$ cat src/rtl/pipe_stall_ctrl.sv
// Pipeline hazard/stall controller: load-use bubbles, multi-cycle multiply/divide
// hold, taken-branch flush and a saturating count of cycles with the PC held.
module pipe_stall_ctrl #(
    parameter int unsigned MD_CYCLES = 8
) (
    input  logic        Clk,
    input  logic        Clrn,
    input  logic [4:0]  id_rs,
    input  logic [4:0]  id_rt,
    input  logic        id_uses_rs,
    input  logic        id_uses_rt,
    input  logic        ex_wreg,
    input  logic        ex_m2reg,
    input  logic [4:0]  ex_rd,
    input  logic        id_md_start,
    input  logic        br_taken,
    output logic        pc_e,
    output logic        ifid_e,
    output logic        ifid_flush,
    output logic        idex_bubble,
    output logic        md_busy,
    output logic [15:0] stall_cnt
);

    typedef enum logic {RUN, MD_WAIT} state_t;

    state_t      state_q, state_d;
    logic [7:0]  md_cnt_q, md_cnt_d;
    logic        md_mask_q, md_mask_d;
    logic [15:0] stall_cnt_q, stall_cnt_d;
    logic        lu;

    always_ff @(posedge Clk or negedge Clrn) begin
        if (!Clrn) begin
            state_q     <= RUN;
            md_cnt_q    <= 8'd0;
            md_mask_q   <= 1'b0;
            stall_cnt_q <= 16'd0;
        end else begin
            state_q     <= state_d;
            md_cnt_q    <= md_cnt_d;
            md_mask_q   <= md_mask_d;
            stall_cnt_q <= stall_cnt_d;
        end
    end

    always_comb begin
        lu = ex_wreg & ex_m2reg & (ex_rd != 5'd0) &
             ((id_uses_rs & (id_rs == ex_rd)) | (id_uses_rt & (id_rt == ex_rd)));

        state_d     = state_q;
        md_cnt_d    = md_cnt_q;
        md_mask_d   = 1'b0;
        pc_e        = 1'b1;
        ifid_e      = 1'b1;
        ifid_flush  = 1'b0;
        idex_bubble = 1'b0;
        md_busy     = 1'b0;

        case (state_q)
            RUN: begin
                if (lu) begin
                    pc_e        = 1'b0;
                    ifid_e      = 1'b0;
                    idex_bubble = 1'b1;
                end else if (id_md_start && !md_mask_q) begin
                    // md_mask_q suppresses re-entry on the cycle the held op finally issues
                    pc_e        = 1'b0;
                    ifid_e      = 1'b0;
                    idex_bubble = 1'b1;
                    state_d     = MD_WAIT;
                    md_cnt_d    = 8'(MD_CYCLES - 1);
                end else if (br_taken) begin
                    ifid_flush  = 1'b1;
                end
            end
            MD_WAIT: begin
                pc_e        = 1'b0;
                ifid_e      = 1'b0;
                idex_bubble = 1'b1;
                md_busy     = 1'b1;
                md_cnt_d    = md_cnt_q - 8'd1;
                if (md_cnt_q == 8'd0) begin
                    state_d   = RUN;
                    md_cnt_d  = 8'd0;
                    md_mask_d = 1'b1;
                end
            end
            default: state_d = RUN;
        endcase

        // Reset forces a safe hold pattern without waiting for a clock edge
        if (!Clrn) begin
            pc_e        = 1'b0;
            ifid_e      = 1'b0;
            ifid_flush  = 1'b0;
            idex_bubble = 1'b1;
            md_busy     = 1'b0;
        end

        stall_cnt_d = stall_cnt_q;
        if (!pc_e && (stall_cnt_q != 16'hFFFF))
            stall_cnt_d = stall_cnt_q + 16'd1;
    end

    assign stall_cnt = stall_cnt_q;

endmodule

$ cat config.mk
export PLATFORM = sky130hd
export DESIGN_NAME = pipe_stall_ctrl
export DESIGN_NICKNAME = d
export VERILOG_FILES = /design/src/rtl/pipe_stall_ctrl.sv
export SDC_FILE = /design/constraint.sdc
export NUM_CORES = 1
export LEC_CHECK = 0
export ABC_CLOCK_PERIOD_IN_PS = 5500
export CELL_PAD_IN_SITES_DETAIL_PLACEMENT = 1
export CELL_PAD_IN_SITES_GLOBAL_PLACEMENT = 1
export CORE_MARGIN = 2
export CORE_UTILIZATION = 39
export DETAILED_ROUTE_END_ITERATION = 10
export GPL_TIMING_DRIVEN = 0
export PLACE_DENSITY = 0.95
export RECOVER_POWER = 100
export SETUP_SLACK_MARGIN = 0.1
export SYNTH_ARGS = -nofsm -noshare
export SYNTH_HDL_FRONTEND = slang
export SYNTH_SLANG_ARGS = --single-unit
$ cat constraint.sdc
create_clock -name Clk -period 5.5 [get_ports Clk]
set_input_delay 1.1 -clock Clk [delete_from_list [all_inputs] [get_ports Clk]]
set_output_delay 1.1 -clock Clk [all_outputs]
set_load 0.05 [all_outputs]
# Word-level counts from Yosys, hierarchy flattened
# Index checks and enable logic that the tools add are counted.
[word_totals] reg_bits=26 in_bits=23 out_inout_bits=21 wordCells=49
[op_classes] add_sub_neg=2 n_eq_ne=5 muxes=24 bitwise=7 reduce_logical=7
[op_table] cell="$mux 8" count=3
[op_table] cell="$mux 1" count=17
[op_table] cell="$add 16x1->16 const B" count=1
[op_table] cell="$ne 16x16->1 const B" count=1
[op_table] cell="$pmux 8 s2" count=1
[op_table] cell="$eq 5x5->1" count=2
[op_table] cell="$logic_not 8->1" count=1
[op_table] cell="$sub 8x1->8 const B" count=1
[op_table] cell="$pmux 1 s2" count=3
[op_table] cell="$and 1x1->1" count=5
[op_table] cell="$reduce_bool 5->1" count=1
[op_table] cell="$ne 2x2->1 const B" count=2
[op_table] cell="$logic_and 1x1->1" count=2
[op_table] cell="$logic_not 1->1" count=2
[op_table] cell="$reduce_and 2->1" count=1
[op_table] cell="$not 1->1" count=1
[op_table] cell="$or 1x1->1" count=1

# Logic depth before layout (Yosys ltp)
# Gate-level depths: netlist (run 1).
[depth] ltp_word=9 ltp_mapped=8 mapped_depth_nobuf=6

# Least setup slack after synthesis (run 1)
# OpenSTA, ideal clock, no wires.
[synth_timing] path_kind="input to output" from="in ex_rd[1]" to="out ifid_flush" arrival_time_ns=2.847 t_required_ns=4.400 slack_ns=1.553 stages=6 n_path_buf=1 cell_sequence="or4_1 > o211ai_2 > o21ai_4 > buf_6 > inv_2 > and2_1"
[synth_via] elab_chain_cells=7 elab_cells_between_ends=11 cone_classes="eq/ne (2); mux (3); bitwise (5); reduce/logical (1)"
[synth_rtl] element="from (decl)" line="14" text="input logic [4:0] ex_rd,"
[synth_rtl] element="$eq 5x5->1" line="49" text="((id_uses_rs & (id_rs == ex_rd)) | (id_uses_rt & (id_rt == ex_rd)));"
[synth_rtl] element="$and 1x1->1" line="49"
[synth_rtl] element="$or 1x1->1" line="49"
[synth_rtl] element="$and 1x1->1 (*)" line="48" text="lu = ex_wreg & ex_m2reg & (ex_rd != 5'd0) &"
[synth_rtl] element="$mux 1 (*)" line="62" text="if (lu) begin"
[synth_rtl] element="$mux 1 (*)" line="60" text="case (state_q)"
[synth_rtl] element="$mux 1 (*)" line="93" text="if (!Clrn) begin"
[synth_rtl] element="to (decl)" line="19" text="output logic ifid_flush,"
# Every way passes the cells marked *; elsewhere a longest branch is shown, timed or not.

# Worst setup path after layout (run 1)
[layout_timing] from="in ex_rd[2]" to="out ifid_flush"
# The elaborated chain is that of the path after synthesis.

==> results of run 1 <==
-- per-layer routing --
metal	up-vias	track usage, %	share of wire [%]
met1	662	23.6	38
li1	613	-	-
met4	0	10.2	2.7
met2	44	41.1	54
met3	8	2.87	5.2
met5	-	0	0
-- kinds of logic (layout without fill, tap and decap cells) --
family | Yosys count | in the layout | synth area share (%)
xor+xnor | 23 | 23 | 13.1
mux | 3 | 3 | 2.44
compound gates | 23 | 23 | 12.1
fa+ha+maj | 3 | 3 | 2.45
flops | 26 | 26 | 42.4
simple gates | 56 | 56 | 24.4
buf+inv | 9 | 56 | 3.10
-- how the worst max path moves through the flow --
stage / start / to / slack, ns / cells past startpoint
2_1_floorplan: ex_rd[1] / ifid_flush / 1.55 / 6
3_3_place_gp: Clrn / ifid_flush / 0.21 / 7
3_5_place_dp: Clrn / ifid_flush / 0.12 / 7
4_1_cts: Clrn / ifid_flush / 0.11 / 7
5_1_grt: Clrn / ifid_flush / 0.25 / 7
6_report: ex_rd[2] / ifid_flush / 0.48 / 9
-- critical path, cell delays in order --
cell,delay [ns]
dlygate4sd3_1,0.60
xor2_1,0.19
nor4_1,0.29
a32oi_1,0.23
o21ai_4,0.35
buf_6,0.20
inv_2,0.05
and2_1,0.14
dlygate4sd3_1,0.76
-- through the flow --
stage | area, µm² | hold WS [ns] | worst slack (ns) | utilization, %
2_1_floorplan | 1540 | 0.481 | 1.55 | -
3_3_place_gp | 2030 | 0.477 | 0.206 | 54.5
3_5_place_dp | 2030 | 0.502 | 0.121 | 54.5
4_1_cts | 2080 | 0.515 | 0.107 | 56.0
5_1_grt | 2040 | 0.539 | 0.251 | 54.8
6_report | 2040 | 0.500 | 0.475 | 54.8
-- registers in the layout, indices dropped and copies added (netlist names) --
register and count:
md_cnt_q 8, md_mask_q 1, stall_cnt 16, state_q 1
-- report_power, final --
| group | total [mW] | switching [mW] | internal (mW) |
|---|---|---|---|
| sequential | 0.320 | 0.0693 | 0.251 |
| combinational | 0.365 | 0.224 | 0.141 |
| clock | 0.126 | 0.0620 | 0.0641 |
-- placed cells by master, fill, tap and decap left out, types with 2 or more instances in the layout --
cell type and n:
a21o_1 3, a21oi_1 2, and2_1 5, and3_1 8
buf_2 2, clkbuf_8 4, clkdlybuf4s50_1 20, dfrtp_1 26
dlygate4sd3_1 22, ha_1 3, inv_1 3, mux2_1 2
nand2_1 3, nand2b_1 4, nand3_1 3, nand4_1 9
nor2_1 6, nor3_1 3, nor4_1 4, o21ai_0 5
o22ai_1 4, or3_1 4, xnor2_1 14, xor2_1 9
-- layout make-up --
cell class / count / area share [%]
Inverter: 4 / 0.737
Tap cell: 48 / 2.95
Multi-Input combinational cell: 108 / 38.9
Buffer: 5 / 1.60
Sequential cell: 26 / 31.9
Clock buffer: 4 / 2.70
Timing Repair Buffer: 43 / 21.2
-- repair_timing --
item	in CTS	in global routing
setup endpoints to repair	0	3
resized for setup	0	1
hold buffers	0	0
==> summary.txt, run 1 <==
Clocking
  – Clk buf depth: 2
  – CTS Buf Count: 3
  – CTS clk-pin slew, worst paths: about 0.090 ns
  – Setup Buffers After CTS: 0
  – CTS Root Cell: clkbuf_8
  – Clock sink total: 26
  – TritonCTS clock tree: built
  – H-tree levels: 1
  – Worst-Skew Late Latency: 0.27 ns

Setup path
  – Reg-to-Reg Start: stall_cnt[0]
  – Reg2reg end: stall_cnt[11]
  – Worst Setup Path Type: input pin to output port
  – Worst Path Required: 4.40 ns
  – CP Launch Type: input pin
  – Crit path max fanout: 10
  – Worst Path Arrival: 3.92 ns
  – R2R Setup Slk: 3.38 ns
  – CP endpoint kind: output port
  – R2R cell count: 8

Global route
  – Initial antenna violation count: 0
  – Vias in the first global route: between 1,000 and 1,500
  – GRT Total Usage: between 20 and 25%
  – Total grt overflow: 0
  – First-pass GRT wire length: 7210 µm
  – Largest net degree at the start of global routing: 29

Detailed routing
  – Via-to-Cell Ratio: 5.58
  – Vias post-DR: 1,327
  – Total wire length: 4430 µm
  – Post-route DRC: 0
  – Router iterations before antenna repair: 4
  – Drt initial violations: 66
  – WL per Instance: 18.6 µm
  – Antenna-violating nets left: 0

Finish
  – Ant diodes: 0
  – FF/Latch Area: 651 µm²
  – Area Overhead vs Synth: 32.8%
  – Final nets: 217
  – Share of cells above drive strength 1: 7.89%
  – Footprint of the multi-input gates: slightly below 800 µm²
  – Finished Layout Cells: 238
  – Fillcell total: 419

STA
  – Final max-slew violation count: 0
  – Final setup TNS: 0 ns
  – Relative slew margins: roughly 16%
  – Hold violation total from the final report: 0
  – Clk_skew: between 0.003 and 0.004 ns
  – Period utilization: 91.4%
  – Setup violators final: 0
  – Fmax: 199 MHz
  – Tightest Pin Transition: 1.25 ns
  – RSZ-0062 raised after global routing: no
  – Tmin final: roughly 5.0 ns

Synthesis
  – Ys Warns: 0
  – Commonest register cell after synthesis: dfrtp_1
  – Synth area leader: dfrtp_1
  – Post-synth EDFFs: 0
  – Register area share after synthesis: 42.4%
  – Cells after synthesis: 143
  – Syn avg cell area: 10.7 µm²
  – Commonest cells post-synth: 26 x dfrtp_1, 14 x xnor2_1, 9 x xor2_1
  – Ys async rst share: 100%
  – Seq cells post-synth: 26
  – Netlist cell types: 45
  – Top post-synthesis cells by area: dfrtp_1 42%, xnor2_1 8.0%, xor2_1 5.1%, and3_1 3.3%, nand4_2 3.3%
  – Most frequent cell after synthesis: dfrtp_1
  – Cell Area, Synth: between 1500 and 2000 µm²
  – Post-Syn Nets: 169
  – Top cell type's share of synthesized area: 42.4%

Worst hold path
  – Worst-case hold path end point: stall_cnt[9]
  – Min-Delay Path Depth: 1
  – Worst Hold Class: flop to flop
  – Worst hold start: stall_cnt[9]

Floorplanning
  – Row cnt: 22
  – Die Ht: 66.7 µm
  – Full die area: between 4000 and 5000 µm²
  – IO Pins: 44
  – Initial Utilization: 41.3%
  – DIE WIDTH: 66.7 µm
  – Core ar.: ~3700 µm²

Power
  – Pwr Total: 811 µW
  – Lkg Pwr: 0.920 nW
  – Maximum vdd drop: 0.240 mV
  – Power Dens Cells: ~400 nW/µm²

Place
  – Final HPWL from detailed placement: 3310 µm
  – I/O Buffers: 43
  – Inst Count DP: 234
  – RD Place Congestion: 0.798

Flow run
  – Max-Cap Viols: 0

Outcome
  – Status: complete, no violations
(Power assumes the default switching activity.)
==> inputs of run 2 (changes only) <==
Settings changed: CORE_ASPECT_RATIO set to 0.8.
==> run 2 against run 1 <==
Count of clock-buffer cells in the layout stayed put. Highest routed layer unchanged. Hold slack worse by 0.012 ns. Largest cell class unchanged. Critical path type unchanged. Utilization is 0.71 points lower. Flip-flop and latch count stayed put. Critical endpoint unchanged. Die area hardly changed. Cell area is 0.37% higher.
==> summary.txt, run 2 (synthesis results as in run 1) <==
Clocking
  – Clock sink total: 26 (unchanged)
  – H-tree levels: 1 (unchanged)
  – CTS Buf Count: 3 (unchanged)
  – Clk buf depth: 2 (unchanged)
  – Worst-Skew Late Latency: 0.27 ns (about the same)
  – TritonCTS clock tree: built
  – CTS Root Cell: clkbuf_8
  – Setup Buffers After CTS: 0 (unchanged)
  – CTS clk-pin slew, worst paths: 0.09 ns (about the same)
  – Hold_buf cts: 0 (unchanged)
  – Resize count post-CTS: 0 (unchanged)

Global route
  – Total grt overflow: 0 (unchanged)
  – Vias in the first global route: 1,359 (-8.2%)
  – GRT Total Usage: 19.4% (-2.3 points)
  – Initial antenna violation count: 0 (unchanged)
  – Largest net degree at the start of global routing: 29 (unchanged)
  – First-pass GRT wire length: 6630 µm (-8.0%)

Setup path
  – R2R cell count: 8 (unchanged)
  – Worst Setup Path Type: input pin to output port
  – Worst Path Required: 4.40 ns (about the same)
  – Most common cell on crit path: dlygate4sd3_1
  – CP Launch Type: input pin
  – Worst Path Arrival: 3.97 ns (+0.05 ns)
  – CP Depth: 9 (unchanged)
  – Crit path max-delay family: buffers and inverters
  – Count of buffer and inverter cells on the critical path: 4 (unchanged)
  – Crit-path max cell delay: 0.75 ns (about the same)
  – Crit path max fanout: 10 (unchanged)
  – Slowest stage cell, crit path: dlygate4sd3_1
  – Crit-path cells: dlygate4sd3_1 -> xor2_1 -> nor4_1 -> a32oi_1 -> o21ai_4 -> buf_6 -> inv_2 -> and2_1 -> dlygate4sd3_1
  – CP endpoint kind: output port

Power
  – Pwr Total: 804 µW (-0.88%)
  – Maximum vdd drop: 0.286 mV (+19%)
  – Lkg Pwr: 0.910 nW (-1.1%)
  – Power Dens Cells: 393 nW/µm² (-1.2%)

Finish
  – Largest register FFs: 16 (unchanged)
  – Final nets: 217 (unchanged)
  – Fillcell total: 413 (-1.4%)
  – Finished Layout Cells: 245 (+2.9%)
  – Leading cell type in the layout, fill and taps excluded: dfrtp_1
  – Ant diodes: 0 (unchanged)
  – Share of cells above drive strength 1: 8.95% (+1.1 points)
  – Area Overhead vs Synth: 33.3%
  – Most frequent cells in the layout: 26 x dfrtp_1, 22 x dlygate4sd3_1, 20 x clkdlybuf4s50_1, 14 x xnor2_1

Detailed routing
  – Total wire length: 4020 µm (-9.3%)
  – Router iterations before antenna repair: 4 (unchanged)
  – Vias post-DR: 1,316 (-0.83%)
  – Antenna-violating nets left: 0 (unchanged)
  – Drt initial violations: 38 (-42%)
  – Via-to-Cell Ratio: 5.37 (-3.7%)
  – Post-route DRC: 0 (unchanged)
  – WL per Instance: 16.4 µm (-12%)

Worst hold path
  – Worst Hold Class: flop to flop
  – Min-Delay Path Depth: 1 (unchanged)

Floorplanning
  – Initial Utilization: 40.6% (-0.68 points)
  – Die Ht: 60.1 µm (-9.9%)
  – Full die area: 4460 µm² (about the same)
  – Core ar.: 3780 µm² (+1.7%)
  – DIE WIDTH: 74.1 µm (+11%)
  – IO Pins: 44 (unchanged)
  – Row cnt: 20 (-9.1%)

STA
  – Setup violators final: 0 (unchanged)
  – Final setup TNS: 0 ns (unchanged)
  – Fmax: 197 MHz (-0.84%)
  – Period utilization: 92.1% (+0.77 points)
  – Tmin final: 5.07 ns (+0.0424 ns)
  – Final max-slew violation count: 0 (unchanged)
  – Hold violation total from the final report: 0 (unchanged)
  – Relative slew margins: 60.3% (+44 points)
  – Tightest Pin Transition: 0.596 ns (-0.655 ns)
  – Clk_skew: 0.00414 ns (+0.00114 ns)
  – RSZ-0062 raised after global routing: no

Place
  – Final HPWL from detailed placement: 3120 µm (-5.6%)
  – Inst Count DP: 241 (+3.0%)
  – I/O Buffers: 43 (unchanged)
  – RD Place Congestion: 0.810 (+1.4%)

Outcome
  – Status: complete, no violations

Flow run
  – Max-Cap Viols: 0 (unchanged)
==> run 2: layout make-up <==
| type | count | area (µm²) | share of cell area [%] |
|---|---|---|---|
| Multi-Input combinational cell | 108 | 798 | 39.0 |
| Tap cell | 55 | 68.8 | 3.36 |
| Sequential cell | 26 | 651 | 31.8 |
| Clock buffer | 4 | 55.1 | 2.69 |
| Buffer | 5 | 32.5 | 1.59 |
| Timing Repair Buffer | 43 | 425 | 20.8 |
| Inverter | 4 | 15.0 | 0.734 |
==> run 2: worst paths after layout <==
check	startpoint	slack [ns]	end
max	ex_rd[2]	0.43	ifid_flush
min	stall_cnt[9]	0.49	stall_cnt[9]
max reg2reg	stall_cnt[0]	3.39	stall_cnt[13]
min reg2reg	stall_cnt[9]	0.49	stall_cnt[9]
max in group asynchronous	Clrn	4.28	md_cnt_q[1]
min in group asynchronous	Clrn	0.82	stall_cnt[13]
==> run 2: per-stage QoR <==
| stage | hold WS (ns) | worst slack (ns) | instance area, µm² | utilization (%) |
|---|---|---|---|---|
| floorplan | 0.481 | 1.55 | 1540 | - |
| global placement | 0.477 | 0.216 | 2030 | 53.8 |
| detailed placement | 0.484 | 0.146 | 2030 | 53.8 |
| CTS | 0.502 | 0.158 | 2090 | 55.3 |
| global route | 0.527 | 0.315 | 2050 | 54.1 |
| finish | 0.488 | 0.433 | 2050 | 54.1 |
==> run 2: layer usage <==
metal | wire (µm) | global-route usage (%) | up-vias
met3 | 251 | 4.22 | 6
met2 | 1970 | 33.9 | 40
li1 | - | - | 612
met5 | 0 | 0 | -
met4 | 40 | 2.86 | 0
met1 | 1760 | 25.3 | 658
==> run 2: power breakdown <==
part / switching (mW) / total [mW] / leakage (nW) / internal [mW]
clock network: 0.0595 / 0.123 / 0.0288 / 0.0640
logic: 0.221 / 0.362 / 0.557 / 0.140
registers: 0.0679 / 0.319 / 0.324 / 0.251
==> inputs of run 3 (changes only) <==
Settings changed: SLEW_MARGIN set to 10.
==> results of run 3 <==
Same layout as run 2: the final DEF is identical, and so are final timing and power.
